**config.mk**
```make
export PLATFORM = sky130hd
export DESIGN_NAME = uart_tx_flat
export DESIGN_NICKNAME = d
export VERILOG_FILES = /design/src/rtl/uart_pkg.sv /design/src/rtl/uart_tx_if.sv /design/src/rtl/uart_tx.sv /design/src/flat_wrapper.sv
export SDC_FILE = /design/constraint.sdc
export NUM_CORES = 1
export LEC_CHECK = 0
export BUFFER_PORTS_ARGS = -buffer_cell sky130_fd_sc_hd__buf_2
export CAP_MARGIN = 20
export CORE_UTILIZATION = 45
export CTS_CLUSTER_SIZE = 14
export DETAILED_ROUTE_END_ITERATION = 12
export GPL_TIMING_DRIVEN = 1
export PLACE_DENSITY = 0.68
export SKIP_LAST_GASP = 1
export SLEW_MARGIN = 30
export SYNTH_ARGS = -nofsm -noshare
export SYNTH_HDL_FRONTEND = slang
export SYNTH_SLANG_ARGS = --single-unit
```
**constraint.sdc**
```tcl
create_clock -name i_clock -period 3.8 [get_ports i_clock]
set_clock_uncertainty 0.1 [all_clocks]
set_input_delay 0.76 -clock i_clock [delete_from_list [all_inputs] [get_ports i_clock]]
set_output_delay 0.76 -clock i_clock [all_outputs]
set_load 0.02 [all_outputs]
```
**src/rtl/uart_pkg.sv**
```systemverilog
// Shared UART definitions: oversampling rate, tick-counter width and the
// one-hot state encoding used by both the transmitter and the receiver.
package uart_pkg;

   localparam int unsigned OVERSAMPLE      = 16;
   localparam int unsigned TICK_W          = 4;
   localparam int unsigned IDX_W           = 3;
   localparam int unsigned DEF_DATA_WIDTH  = 8;
   localparam int unsigned STATE_W         = 5;

   localparam logic [STATE_W-1:0] IDLE   = 5'b00001;
   localparam logic [STATE_W-1:0] START  = 5'b00010;
   localparam logic [STATE_W-1:0] DATA   = 5'b00100;
   localparam logic [STATE_W-1:0] PARITY = 5'b01000;
   localparam logic [STATE_W-1:0] STOP   = 5'b10000;

   typedef enum logic [STATE_W-1:0] {
      ST_IDLE   = IDLE,
      ST_START  = START,
      ST_DATA   = DATA,
      ST_PARITY = PARITY,
      ST_STOP   = STOP
   } uart_state_e;

endpackage

```
**src/rtl/uart_tx_if.sv**
```systemverilog
// Host-side handshake and serial-line bundle for uart_tx; the master drives
// tick/start/data, the transmitter (slave) drives line, busy and done.
interface uart_tx_if #(
   parameter int unsigned DATA_WIDTH = uart_pkg::DEF_DATA_WIDTH
);
   logic                  i_tick;
   logic                  i_tx_start;
   logic [DATA_WIDTH-1:0] i_data_byte;
   logic                  o_tx_serial;
   logic                  o_tx_busy;
   logic                  o_tx_done;

   modport master (
      output i_tick, i_tx_start, i_data_byte,
      input  o_tx_serial, o_tx_busy, o_tx_done
   );

   modport slave (
      input  i_tick, i_tx_start, i_data_byte,
      output o_tx_serial, o_tx_busy, o_tx_done
   );
endinterface

```
**src/rtl/uart_tx.sv**
```systemverilog
// UART transmitter: start bit, LSB-first data, optional even parity
// (UART_TX_PARITY_EN) and 1..2 stop bits, paced by a 16x oversample tick.
module uart_tx
   import uart_pkg::*;
#(
   parameter int unsigned DATA_WIDTH = 8,
   parameter int unsigned STOP_WIDTH = 1
) (
   input  logic     i_clock,
   input  logic     i_reset,
   uart_tx_if.slave bus
);

   uart_state_e             state_q, state_nxt;
   logic [TICK_W-1:0]       cnt_q, cnt_nxt;
   logic [DATA_WIDTH-1:0]   shift_q, shift_nxt;
   logic [IDX_W-1:0]        idx_q, idx_nxt;
   logic                    stop_q, stop_nxt;
   logic                    serial_q, serial_nxt;
   logic                    busy_q, busy_nxt;
   logic                    done_q, done_nxt;
   logic                    bit_end;
`ifdef UART_TX_PARITY_EN
   logic                    par_q, par_nxt;
`endif

   assign bit_end = bus.i_tick && (cnt_q == TICK_W'(OVERSAMPLE - 1));

   // Next-state and datapath; outputs are derived from the next state so
   // that the registered line already shows the new bit on the following cycle.
   always_comb begin
      state_nxt  = state_q;
      cnt_nxt    = cnt_q;
      shift_nxt  = shift_q;
      idx_nxt    = idx_q;
      stop_nxt   = stop_q;
      done_nxt   = 1'b0;
      serial_nxt = 1'b1;
      busy_nxt   = 1'b0;
`ifdef UART_TX_PARITY_EN
      par_nxt    = par_q;
`endif
      if (bus.i_tick) cnt_nxt = cnt_q + TICK_W'(1);

      case (state_q)
         ST_IDLE: begin
            cnt_nxt = '0;
            if (bus.i_tx_start) begin
               shift_nxt = bus.i_data_byte;
               idx_nxt   = '0;
               stop_nxt  = 1'b0;
`ifdef UART_TX_PARITY_EN
               par_nxt   = ^bus.i_data_byte;
`endif
               state_nxt = ST_START;
            end
         end
         ST_START: if (bit_end) state_nxt = ST_DATA;
         ST_DATA: begin
            if (bit_end) begin
               shift_nxt = shift_q >> 1;
               if (idx_q == IDX_W'(DATA_WIDTH - 1)) begin
                  stop_nxt = 1'b0;
`ifdef UART_TX_PARITY_EN
                  state_nxt = ST_PARITY;
`else
                  state_nxt = ST_STOP;
`endif
               end else begin
                  idx_nxt = idx_q + IDX_W'(1);
               end
            end
         end
`ifdef UART_TX_PARITY_EN
         ST_PARITY: if (bit_end) state_nxt = ST_STOP;
`endif
         ST_STOP: begin
            if (bit_end) begin
               if (stop_q == 1'(STOP_WIDTH - 1)) begin
                  state_nxt = ST_IDLE;
                  done_nxt  = 1'b1;
               end else begin
                  stop_nxt = 1'b1;
               end
            end
         end
         default: state_nxt = ST_IDLE;
      endcase

      case (state_nxt)
         ST_START:  serial_nxt = 1'b0;
         ST_DATA:   serial_nxt = shift_nxt[0];
`ifdef UART_TX_PARITY_EN
         ST_PARITY: serial_nxt = par_nxt;
`endif
         default:   serial_nxt = 1'b1;
      endcase
      busy_nxt = (state_nxt != ST_IDLE);
   end

   always_ff @(posedge i_clock or negedge i_reset) begin
      if (!i_reset) begin
         state_q  <= ST_IDLE;
         cnt_q    <= '0;
         shift_q  <= '0;
         idx_q    <= '0;
         stop_q   <= 1'b0;
         serial_q <= 1'b1;
         busy_q   <= 1'b0;
         done_q   <= 1'b0;
`ifdef UART_TX_PARITY_EN
         par_q    <= 1'b0;
`endif
      end else begin
         state_q  <= state_nxt;
         cnt_q    <= cnt_nxt;
         shift_q  <= shift_nxt;
         idx_q    <= idx_nxt;
         stop_q   <= stop_nxt;
         serial_q <= serial_nxt;
         busy_q   <= busy_nxt;
         done_q   <= done_nxt;
`ifdef UART_TX_PARITY_EN
         par_q    <= par_nxt;
`endif
      end
   end

   assign bus.o_tx_serial = serial_q;
   assign bus.o_tx_busy   = busy_q;
   assign bus.o_tx_done   = done_q;

endmodule

```
**src/flat_wrapper.sv**
```systemverilog
// flat-port wrapper written by rule: the top's interface ports become plain ports
module uart_tx_flat import uart_pkg::*;
#(
   parameter int unsigned DATA_WIDTH = 8,
   parameter int unsigned STOP_WIDTH = 1
)
  (i_clock, i_reset, bus_i_tick, bus_i_tx_start, bus_i_data_byte, bus_o_tx_serial, bus_o_tx_busy, bus_o_tx_done);
  uart_tx_if #(.DATA_WIDTH(DATA_WIDTH)) bus_i ();
  input  logic i_clock;
  input  logic i_reset;
  input wire logic [$bits(bus_i.i_tick)-1:0] bus_i_tick;
  input wire logic [$bits(bus_i.i_tx_start)-1:0] bus_i_tx_start;
  input wire logic [$bits(bus_i.i_data_byte)-1:0] bus_i_data_byte;
  output wire logic [$bits(bus_i.o_tx_serial)-1:0] bus_o_tx_serial;
  output wire logic [$bits(bus_i.o_tx_busy)-1:0] bus_o_tx_busy;
  output wire logic [$bits(bus_i.o_tx_done)-1:0] bus_o_tx_done;
  assign bus_i.i_tick = bus_i_tick;
  assign bus_i.i_tx_start = bus_i_tx_start;
  assign bus_i.i_data_byte = bus_i_data_byte;
  assign bus_o_tx_serial = bus_i.o_tx_serial;
  assign bus_o_tx_busy = bus_i.o_tx_busy;
  assign bus_o_tx_done = bus_i.o_tx_done;
  uart_tx #(.DATA_WIDTH(DATA_WIDTH), .STOP_WIDTH(STOP_WIDTH)) u_core (.i_clock(i_clock), .i_reset(i_reset), .bus(bus_i));
endmodule
```
After elaboration in Yosys (flattened, before gate mapping)
Index checks and enable logic that the tools add are counted.
{"block": "totals", "n_memories": 0, "ram_bits": 0, "register_bits": 24, "elab_cells": 58, "latchBits": 0, "rom_bits": 0, "out_inout_bits": 3, "inputBits": 12}
{"block": "op_classes", "shift": 0, "n_reduce_logical": 7, "div_mod_pow": 0, "addsub": 2, "bitwise": 0, "n_mul": 0, "n_eq_ne": 14, "n_lt_le_gt_ge": 0, "muxes": 26}
{"operator": "2-to-1 mux 5 bit", "n": 6}
{"operator": "case mux 5 bit (4 select lines)", "n": 1}
{"operator": "2-to-1 mux 8 bit", "n": 2}
{"operator": "case mux 8 bit (2 select lines)", "n": 1}
{"operator": "equality test 5 x 2 -> 1 bit, second input constant", "n": 2}
{"operator": "equality test 5 x 3 -> 1 bit, second input constant", "n": 2}
{"operator": "2-to-1 mux 3 bit", "n": 3}
{"operator": "2-to-1 mux 1 bit", "n": 8}
{"operator": "2-to-1 mux 4 bit", "n": 2}
{"operator": "!= test 2 x 1 -> 1 bit, second input constant", "n": 3}
{"operator": "case mux 3 bit (2 select lines)", "n": 1}
{"operator": "equality test 5 x 1 -> 1 bit, second input constant", "n": 1}
{"operator": "equality test 5 bit, second input constant", "n": 1}
{"operator": "!= test 5 x 1 -> 1 bit, second input constant", "n": 1}
{"operator": "AND reduction 5 bit", "n": 1}
{"operator": "adder 4 x 1 -> 4 bit, second input constant", "n": 1}
{"operator": "equality test 4 bit, second input constant", "n": 1}
{"operator": "!= test 2 bit, second input constant", "n": 2}
{"operator": "AND reduction 4 bit", "n": 1}
{"operator": "nonzero test 2 bit", "n": 2}
{"operator": "adder 3 x 1 -> 3 bit, second input constant", "n": 1}
{"operator": "equality test 3 bit, second input constant", "n": 1}
{"operator": "case mux 1 bit (3 select lines)", "n": 1}
{"operator": "AND reduction 3 bit", "n": 1}
{"operator": "3 further kinds", "n": 3}

Logic depth before layout (Yosys ltp)
Gate-level depths: netlist of run 1.
{"block": "logic_depth", "word_depth": 6, "ltp_mapped": 5, "depth_no_buf": 5}

Worst setup path before layout of run 1
No wires, ideal clock.
{"block": "synth_path", "path_kind": "input to register", "startpoint": "input bus_i_tick", "endpoint": "register u_core.idx_q[0]", "arrival_time_ps": 1776, "setup_ps": 125, "setup_slack_ps": 1799, "n_path_buf": 0, "required_ps": 3575, "stages": 4, "path_cell_list": "nand4_1 > or3_4 > a22o_1 > mux2_4"}
{"block": "synth_between", "elab_chain_len": 3}
{"item": "start: declaration", "line": "flat_wrapper.sv:11", "text": "input wire logic [$bits(bus_i.i_tick)-1:0] bus_i_tick;"}
{"item": "logical AND 1 bit", "line": "uart_tx.sv:27", "text": "assign bit_end = bus.i_tick && (cnt_q == TICK_W'(OVERSAMPLE - 1));"}
{"item": "!= test 2 x 1 -> 1 bit (no line)"}
{"item": "AND reduction 4 bit (no line)"}
{"item": "end signal: assignment", "line": "uart_tx.sv:118", "text": "idx_q <= idx_nxt;"}
{"item": "end: declaration", "line": "uart_tx.sv:17", "text": "logic [IDX_W-1:0] idx_q, idx_nxt;"}
Every way passes these cells.
A chain may end at the register's enable or synchronous reset.

Worst setup path after layout of run 1
{"block": "layout_path", "startpoint": "register u_core.cnt_q[0]", "endpoint": "register u_core.serial_q, in the netlist u_core.bus.o_tx_serial"}
{"block": "layout_between", "elab_chain_len": 6, "word_cells_on_any_way": 11, "cone_classes": "3 x eq/ne; 7 x mux; 1 x reduce/logical"}
{"item": "start: declaration", "line": "uart_tx.sv:15", "text": "logic [TICK_W-1:0] cnt_q, cnt_nxt;"}
{"item": "start signal: assignment", "line": "uart_tx.sv:116", "text": "cnt_q <= cnt_nxt;"}
{"item": "equality test 4 bit *", "line": "uart_tx.sv:27"}
{"item": "logical AND 1 bit *", "line": "uart_tx.sv:27"}
{"item": "2-to-1 mux 5 bit, on equally long branches", "line": "uart_tx.sv:78, uart_tx.sv:58, uart_tx.sv:60"}
{"item": "case mux 5 bit (4 select lines) *", "line": "uart_tx.sv:45", "text": "case (state_q)"}
{"item": "via u_core.state_nxt[2]", "line": "uart_tx.sv:14", "text": "uart_state_e state_q, state_nxt;"}
{"item": "equality test 5 x 3 -> 1 bit / equality test 5 x 2 -> 1 bit (equally long branches)", "line": "uart_tx.sv:90", "text": "case (state_nxt)"}
{"item": "case mux 1 bit (2 select lines) *", "line": "uart_tx.sv:90"}
{"item": "via u_core.serial_nxt", "line": "uart_tx.sv:19", "text": "logic serial_q, serial_nxt;"}
{"item": "end signal: assignment", "line": "uart_tx.sv:120", "text": "serial_q <= serial_nxt;"}
{"item": "end: declaration", "line": "uart_tx.sv:19"}
Mark *: on every way through the listed nets, which the timed path passes. The rest lies on a longest branch. The select of a mux whose other input is x is not followed.

==> results of run 1 <==
-- flip-flops by register name, summed over array words and instances (netlist names) --
name / count
u_core.shift_q: 8
u_core.state_q: 5
u_core.cnt_q: 4
u_core.idx_q: 3
u_core.bus.o_tx_busy: 1
u_core.bus.o_tx_done: 1
u_core.bus.o_tx_serial: 1
-- Yosys cell counts, drive strengths merged, types with 2 or more instances --
cell,number
a22o,9
o211ai,2
nor4,2
or2,2
ha,3
a21o,6
nor3,4
buf,3
nand4,2
xor2,3
or3,2
nand2b,2
xnor2,2
dfstp,2
inv,4
o21ai,2
nor2,10
nand2,2
dfrtp,21
-- kinds of logic after synthesis --
group / count (synthesis)
buffers and inverters: 8
AND/OR/NAND/NOR: 34
other: 1
XOR/XNOR: 5
adder cells (fa/ha/maj): 3
multiplexers: 2
AO/OA/AOI/OAI: 27
flip-flops: 23
-- through the flow --
step / instances / worst slack, ps
final: 145 / 1760
after global routing: 145 / 1590
after floorplan: 103 / 1800
after global placement: 141 / 1550
after detailed placement: 141 / 1500
after CTS: 145 / 1770
-- routing by layer --
layer / up-vias / GRT usage (%) / share of wire (%)
met3: 5 / 4.35 / 3.8
met2: 20 / 27.4 / 46
met1: 417 / 24.4 / 49
li1: 406 / - / -
met5: - / 0 / 0
met4: 0 / 9.21 / 1.9
-- worst max-delay path by stage --
stage                        endpoint  cells past startpoint
6_report       u_core.bus.o_tx_serial                      5
5_1_grt        u_core.bus.o_tx_serial                      5
4_1_cts               u_core.idx_q[0]                      4
3_5_place_dp   u_core.bus.o_tx_serial                      5
3_3_place_gp   u_core.bus.o_tx_serial                      5
2_1_floorplan         u_core.idx_q[0]                      4
-- layout by cell type, fill, tap and decap left out, types with 3 or more instances in the layout --
cell type / n
sky130_fd_sc_hd__dfrtp_1: 21
sky130_fd_sc_hd__buf_2: 14
sky130_fd_sc_hd__nor2_1: 9
sky130_fd_sc_hd__a22o_1: 9
sky130_fd_sc_hd__a21o_1: 6
sky130_fd_sc_hd__inv_1: 4
sky130_fd_sc_hd__nor3_1: 3
sky130_fd_sc_hd__xor2_1: 3
sky130_fd_sc_hd__ha_1: 3
sky130_fd_sc_hd__clkbuf_4: 3
-- layout make-up --
| class | instances | share of cell area, % |
|---|---|---|
| clock buffers | 4 | 2.10 |
| flip-flops and latches | 23 | 46.2 |
| repair buffers | 14 | 5.61 |
| multi-input cells | 72 | 42.0 |
| inverters | 4 | 1.20 |
| well taps | 28 | 2.80 |
-- power by group through the flow --
stage               Clock [mW]  Sequential, mW  Combinational, mW
finish                   0.112           0.294             0.0751
global route             0.126           0.298             0.0866
CTS                      0.117           0.294             0.0766
detailed placement           0           0.298             0.0768
global placement             0           0.299             0.0732
floorplan                    0           0.296             0.0534
==> impl_table.tex, run 1 <==
\begin{tabular}{lr}
\hline
Metric & Value \\
\hline
\multicolumn{2}{l}{\textbf{Run status}} \\
Run status & finished clean \\
\multicolumn{2}{l}{\textbf{STA}} \\
Unrepaired setup endpoints after global routing & no \\
Final count of hold timing violations & 0 \\
Max Fclk & 491 MHz \\
Final number of setup-violating endpoints & 0 \\
Worst slew slack as a fraction of its limit & 63.2\% \\
Min Hold Slack & just under 300 ps \\
Post-layout min period & 2040 ps \\
Setup TNS & 0 ps \\
Final period utilization & a little over half \\
Slew Limit Fails & 0 \\
Transition time at the pin with the least slew margin & between 500 and 600 ps \\
\multicolumn{2}{l}{\textbf{Final layout}} \\
Final design utilization & about 54\% \\
Final antenna diode count & 0 \\
Nets@finish & $\sim$130 \\
Share of cells above drive strength 1 & between 20\% and 30\% \\
Area added between synthesis and finish & 9.66\% \\
Area of the multi-input gates & between 500 and 600 um2 \\
Combined flip-flop and latch cell area & slightly below 600 um2 \\
Post-route standard cell area excluding fillers & around 1200 um2 \\
Filler instances & 197 \\
\multicolumn{2}{l}{\textbf{Logic synthesis}} \\
Fraction of registers with async set/reset & 100\% \\
Top cells by area in the synthesized netlist & sky130\_fd\_sc\_hd\_\_dfrtp\_1, sky130\_fd\_sc\_hd\_\_a22o\_1, sky130\_fd\_sc\_hd\_\_dfstp\_2 \\
Compound-cell area share of the yosys netlist & about a fifth \\
Fraction of synthesized cell area in xor and xnor cells & around 3.8\% \\
Combined area of all synthesized cells & 1140 um2 \\
Synth Register Bits & 23 \\
Yosys warning total & 0 \\
Simple-Gate Fraction of Synth Area & 17.7\% \\
Synth Area per Inst & approximately 11 um2 \\
Most common flop cell mapped by yosys & sky130\_fd\_sc\_hd\_\_dfrtp\_1 \\
Distinct cell type count of the synthesized netlist & 43 \\
Dominant combinational cell family by area after synthesis & compound AO/OA/AOI/OAI gates \\
Fraction of synthesized cell area taken by the top area cell type & a little under half \\
Adder-cell share of the synthesized area & $\sim$3.3\% \\
Multiplexer share of the synthesized area & under 10\% \\
Post-synth EDFFs & 0 \\
Part of the Yosys area used for sequential elements & about half \\
Synth Net Count & 118 \\
Number of instances in the synthesized netlist & roughly 100 \\
Top cell type by total area after synthesis & sky130\_fd\_sc\_hd\_\_dfrtp\_1 \\
\multicolumn{2}{l}{\textbf{Clocking}} \\
Hold bufs inserted after CTS & 0 \\
Number of clock buffers inserted by TritonCTS & 3 \\
Worst-Skew Late Latency & 310 ps \\
CTS tree & built \\
Clk sinks & 23 \\
Maximum clock path buffer count & 2 \\
Deepest level of the CTS H-tree & 1 \\
Resized cells post-CTS & 0 \\
Clock input transition at the sequential cells of the worst setup and hold paths & approximately 120 ps \\
Buffers inserted by post-CTS timing repair & 0 \\
Root cell of the clock tree & sky130\_fd\_sc\_hd\_\_clkbuf\_4 \\
\multicolumn{2}{l}{\textbf{Placement}} \\
PortBufs & 14 \\
Placed instance area & roughly 1200 um2 \\
HPWL Detailed & $\sim$1500 um \\
GPL Wtd Cong & a little over 0.8 \\
\multicolumn{2}{l}{\textbf{Floorplanning}} \\
Initial cell density of the core & 49.6\% \\
Floorplan die width & between 50 and 60 um \\
Floorplan die area & roughly 2700 um2 \\
Placeable Area & between 2000 and 2500 um2 \\
Core Rows & 17 \\
Number of I/O pins & 15 \\
Overall die height & 52.3 um \\
\multicolumn{2}{l}{\textbf{Worst setup path}} \\
Critical setup path kind & reg2reg \\
Worst endpoint data arrival time & roughly 2200 ps \\
Crit path max-delay family & compound AO/OA/AOI/OAI gates \\
Startpoint types & flip-flop \\
Reg2reg setup slack & between 1500 and 2000 ps \\
Critical register-to-register path endpoint & u\_core.bus.o\_tx\_serial \\
Register-to-Register Path Depth & 5 \\
Bufs and invs on worst path & 0 \\
Critical Path Source & u\_core.cnt\_q[0] \\
Crit Path Max Fanout & 4 \\
FF-to-FF Start & u\_core.cnt\_q[0] \\
Type of element capturing the critical path & flip-flop \\
Critical Path Max Stage Delay & 530 ps \\
Ordered cell list for the critical path & ha\_1, and4\_1, a211o\_1, a2111oi\_0, a32oi\_1 \\
Cell with the biggest individual delay on the critical path & sky130\_fd\_sc\_hd\_\_a2111oi\_0 \\
Required time reported for the critical path endpoint & just under 4000 ps \\
\multicolumn{2}{l}{\textbf{Global routing}} \\
Vias in the first global route & 807 \\
First-pass GRT wire length & $\sim$3600 um \\
Grt total ovfl & 0 \\
GRT Overall Usage & 18.3\% \\
Initial antenna violation count & 0 \\
Maximum number of pins on one net before global-route repair & 24 \\
\multicolumn{2}{l}{\textbf{Detailed routing}} \\
Via density per instance & about 5.8 \\
Average detailed-routed wire length per instance & $\sim$14 um \\
Number of remaining DRC errors & 0 \\
Pre-antenna DRT Iters & 4 \\
Via count & $\sim$850 \\
Remaining number of nets flagged by the antenna check after routing & 0 \\
Number of DRC violations after detailed-routing iteration 0 & 20 \\
Final WL & 2050 um \\
\multicolumn{2}{l}{\textbf{Power and ir drop}} \\
Leak & a little over 0.6 nW \\
Fraction of power consumed by combinational cells & approximately 16\% \\
Sequential power share & between 60\% and 70\% \\
Peak supply drop & between 150 and 200 uV \\
Fraction of power consumed by the clock network & a little under a quarter \\
Total Power Consumption & 0.482 mW \\
Power Dens Cells & slightly below 400 nW/um2 \\
Power spent charging and discharging nets & 0.130 mW \\
Switching part of the total power & 26.9\% \\
Cell-internal power & between 0.3 and 0.4 mW \\
\multicolumn{2}{l}{\textbf{Min path}} \\
Class of the worst hold path & in2async \\
\multicolumn{2}{l}{\textbf{Flow run}} \\
\# Max-Cap Violations & 0 \\
\hline
\end{tabular}
No activity file was read; power rests on OpenSTA's default activity.
==> run 2, diff against run 1 <==
==> constraint.sdc (replaced) <==
create_clock -name i_clock -period 2 [get_ports i_clock]
set_clock_uncertainty 0.1 [all_clocks]
set_input_delay 0.4 -clock i_clock [delete_from_list [all_inputs] [get_ports i_clock]]
set_output_delay 0.4 -clock i_clock [all_outputs]
set_load 0.02 [all_outputs]
==> run 2 against run 1 <==
Net effect: total power rose by 92%; clock-buffer cell count stayed put; worst hold slack lost 74 ps; combinational power rose by 110%; highest routed layer unchanged; fmax increased by 6.3%.
==> impl_table.tex, run 2 (synthesized netlist as in run 1, its figures left out) <==
\begin{tabular}{lr}
\hline
Metric & Value \\
\hline
\multicolumn{2}{l}{\textbf{Run status}} \\
Run status & finished clean \\
\multicolumn{2}{l}{\textbf{STA}} \\
Transition time at the pin with the least slew margin & $\sim$520 ps \\
Final period utilization & between 90 and 100\% \\
Worst slew slack as a fraction of its limit & between 60 and 70\% \\
Final number of setup-violating endpoints & 0 \\
Min Hold Slack & around 220 ps \\
Final count of hold timing violations & 0 \\
Setup TNS & 0 ps \\
Max Fclk & 522 MHz \\
Post-layout min period & approximately 1900 ps \\
Slew Limit Fails & 0 \\
\multicolumn{2}{l}{\textbf{Detailed routing}} \\
Number of remaining DRC errors & 0 \\
Via count & 863 \\
Final WL & 2200 um \\
Via density per instance & 5.46 \\
Number of DRC violations after detailed-routing iteration 0 & 13 \\
Pre-antenna DRT Iters & 4 \\
Remaining number of nets flagged by the antenna check after routing & 0 \\
Average detailed-routed wire length per instance & between 10 and 15 um \\
\multicolumn{2}{l}{\textbf{Placement}} \\
HPWL Detailed & $\sim$1600 um \\
Post-Place Cells & $\sim$150 \\
GPL Wtd Cong & 0.883 \\
PortBufs & 14 \\
\multicolumn{2}{l}{\textbf{Final layout}} \\
Largest register FFs & 8 \\
Share of cells above drive strength 1 & $\sim$28\% \\
Final antenna diode count & 0 \\
Area added between synthesis and finish & 20.1\% \\
Most common cell after layout, fill and taps aside & sky130\_fd\_sc\_hd\_\_dfrtp\_1 \\
Non-filler instance count after layout & around 160 \\
Leading registers by flop count & u\_core.shift\_q: 8 flops, u\_core.state\_q: 5 flops, u\_core.cnt\_q: 4 flops \\
Most used cells in the layout excluding fill and tap cells & sky130\_fd\_sc\_hd\_\_dfrtp\_1, sky130\_fd\_sc\_hd\_\_buf\_2, sky130\_fd\_sc\_hd\_\_buf\_4, sky130\_fd\_sc\_hd\_\_nor2\_1, sky130\_fd\_sc\_hd\_\_a22o\_1 \\
Area of the multi-input gates & between 500 and 600 um2 \\
Nets@finish & between 100 and 150 \\
Filler instances & about 210 \\
Largest Register & u\_core.shift\_q \\
Combined flip-flop and latch cell area & between 500 and 600 um2 \\
\multicolumn{2}{l}{\textbf{Clocking}} \\
Number of clock buffers inserted by TritonCTS & 3 \\
Deepest level of the CTS H-tree & 1 \\
Clock input transition at the sequential cells of the worst setup and hold paths & around 130 ps \\
Worst-Skew Late Latency & $\sim$300 ps \\
Maximum clock path buffer count & 2 \\
Buffers inserted by post-CTS timing repair & 0 \\
CTS tree & built \\
Root cell of the clock tree & sky130\_fd\_sc\_hd\_\_clkbuf\_4 \\
Clk sinks & 23 \\
\multicolumn{2}{l}{\textbf{Worst setup path}} \\
Cell with the biggest individual delay on the critical path & sky130\_fd\_sc\_hd\_\_or3b\_4 \\
Crit Path Max Fanout & 5 \\
Critical Path Max Stage Delay & around 440 ps \\
Worst endpoint data arrival time & $\sim$2000 ps \\
Required time reported for the critical path endpoint & between 2000 and 2500 ps \\
Ordered cell list for the critical path & or3b\_4, or3\_4, a22o\_1, mux2\_4 \\
Type of element capturing the critical path & flip-flop \\
Startpoint types & flip-flop \\
Critical setup path kind & reg2reg \\
\multicolumn{2}{l}{\textbf{Power and ir drop}} \\
Power Dens Cells & 676 nW/um2 \\
Leak & about 0.67 nW \\
Peak supply drop & between 500 and 600 uV \\
Total Power Consumption & 0.925 mW \\
\multicolumn{2}{l}{\textbf{Global routing}} \\
Maximum number of pins on one net before global-route repair & 24 \\
Initial antenna violation count & 0 \\
GRT Overall Usage & about a fifth \\
Grt total ovfl & 0 \\
First-pass GRT wire length & 3680 um \\
Vias in the first global route & about 840 \\
\multicolumn{2}{l}{\textbf{Min path}} \\
Class of the worst hold path & in2reg \\
\multicolumn{2}{l}{\textbf{Floorplanning}} \\
Initial cell density of the core & 49.6\% \\
Floorplan die area & 2740 um2 \\
Number of I/O pins & 15 \\
Placeable Area & 2300 um2 \\
Floorplan die width & 52.3 um \\
Overall die height & $\sim$52 um \\
Core Rows & 17 \\
\multicolumn{2}{l}{\textbf{Flow run}} \\
\# Max-Cap Violations & 0 \\
\hline
\end{tabular}
-- run 2: changes by cell type in the layout (fill, tap and decap cells not counted), sizes merged --
cell	before	now
dlygate4sd3	0	1
buf	14	26
-- run 2: area by class of cell --
class | count | area share, %
clock buffers | 4 | 1.92
multi-input cells | 72 | 39.8
flip-flops and latches | 23 | 42.2
inverters | 4 | 1.10
well taps | 28 | 2.56
repair buffers | 27 | 12.4
-- run 2: power breakdown --
part	switching [mW]	internal (mW)
clock network	0.132	0.0776
logic	0.0812	0.0783
registers	0.0341	0.522
-- run 2: worst paths after layout --
kind	startpoint	end	slack, ps	cells after the start
max in group asynchronous	i_reset	u_core.state_q[0]	950	2
max	u_core.state_q[2]	u_core.idx_q[0]	80	4
min in group asynchronous	i_reset	u_core.idx_q[2]	480	2
min reg2reg	u_core.shift_q[3]	u_core.shift_q[3]	390	1
max reg2reg	u_core.state_q[2]	u_core.idx_q[0]	80	4
min	bus_i_data_byte[7]	u_core.shift_q[7]	220	2
-- run 2: per-stage QoR --
| stage | setup WS [ps] | utilization (%) | cell area (um2) |
|---|---|---|---|
| 6_report | 84.2 | 59.6 | 1370 |
| 5_1_grt | -1.16 | 59.6 | 1370 |
| 4_1_cts | 6.04 | 58.8 | 1350 |
| 3_5_place_dp | 31.1 | 57.2 | 1310 |
| 3_3_place_gp | 90.1 | 57.2 | 1310 |
| 2_1_floorplan | 106 | - | 1140 |
-- run 2: repair_timing --
action / 4_1_cts / 5_1_grt
endpoints found under the setup margin: 0 / 2
endpoints found under the hold margin: 21 / 0
hold buffers: 1 / 0
resized for setup: 0 / 3
-- run 2: critical path, delay by kind of cell (launching register included) --
family	cells	cell delay, ps
AO/OA/AOI/OAI	1	220
multiplexers	1	260
AND/OR/NAND/NOR	2	790
flip-flops	1	430
-- run 2: metal layers --
metal  wire length, um  up-vias  global-route usage, %
met2              1030        9                   30.4
met4                13        0                   5.26
met5                 0        -                      0
met1              1100      418                   26.0
met3                49        2                   3.48
li1                  -      434                      -
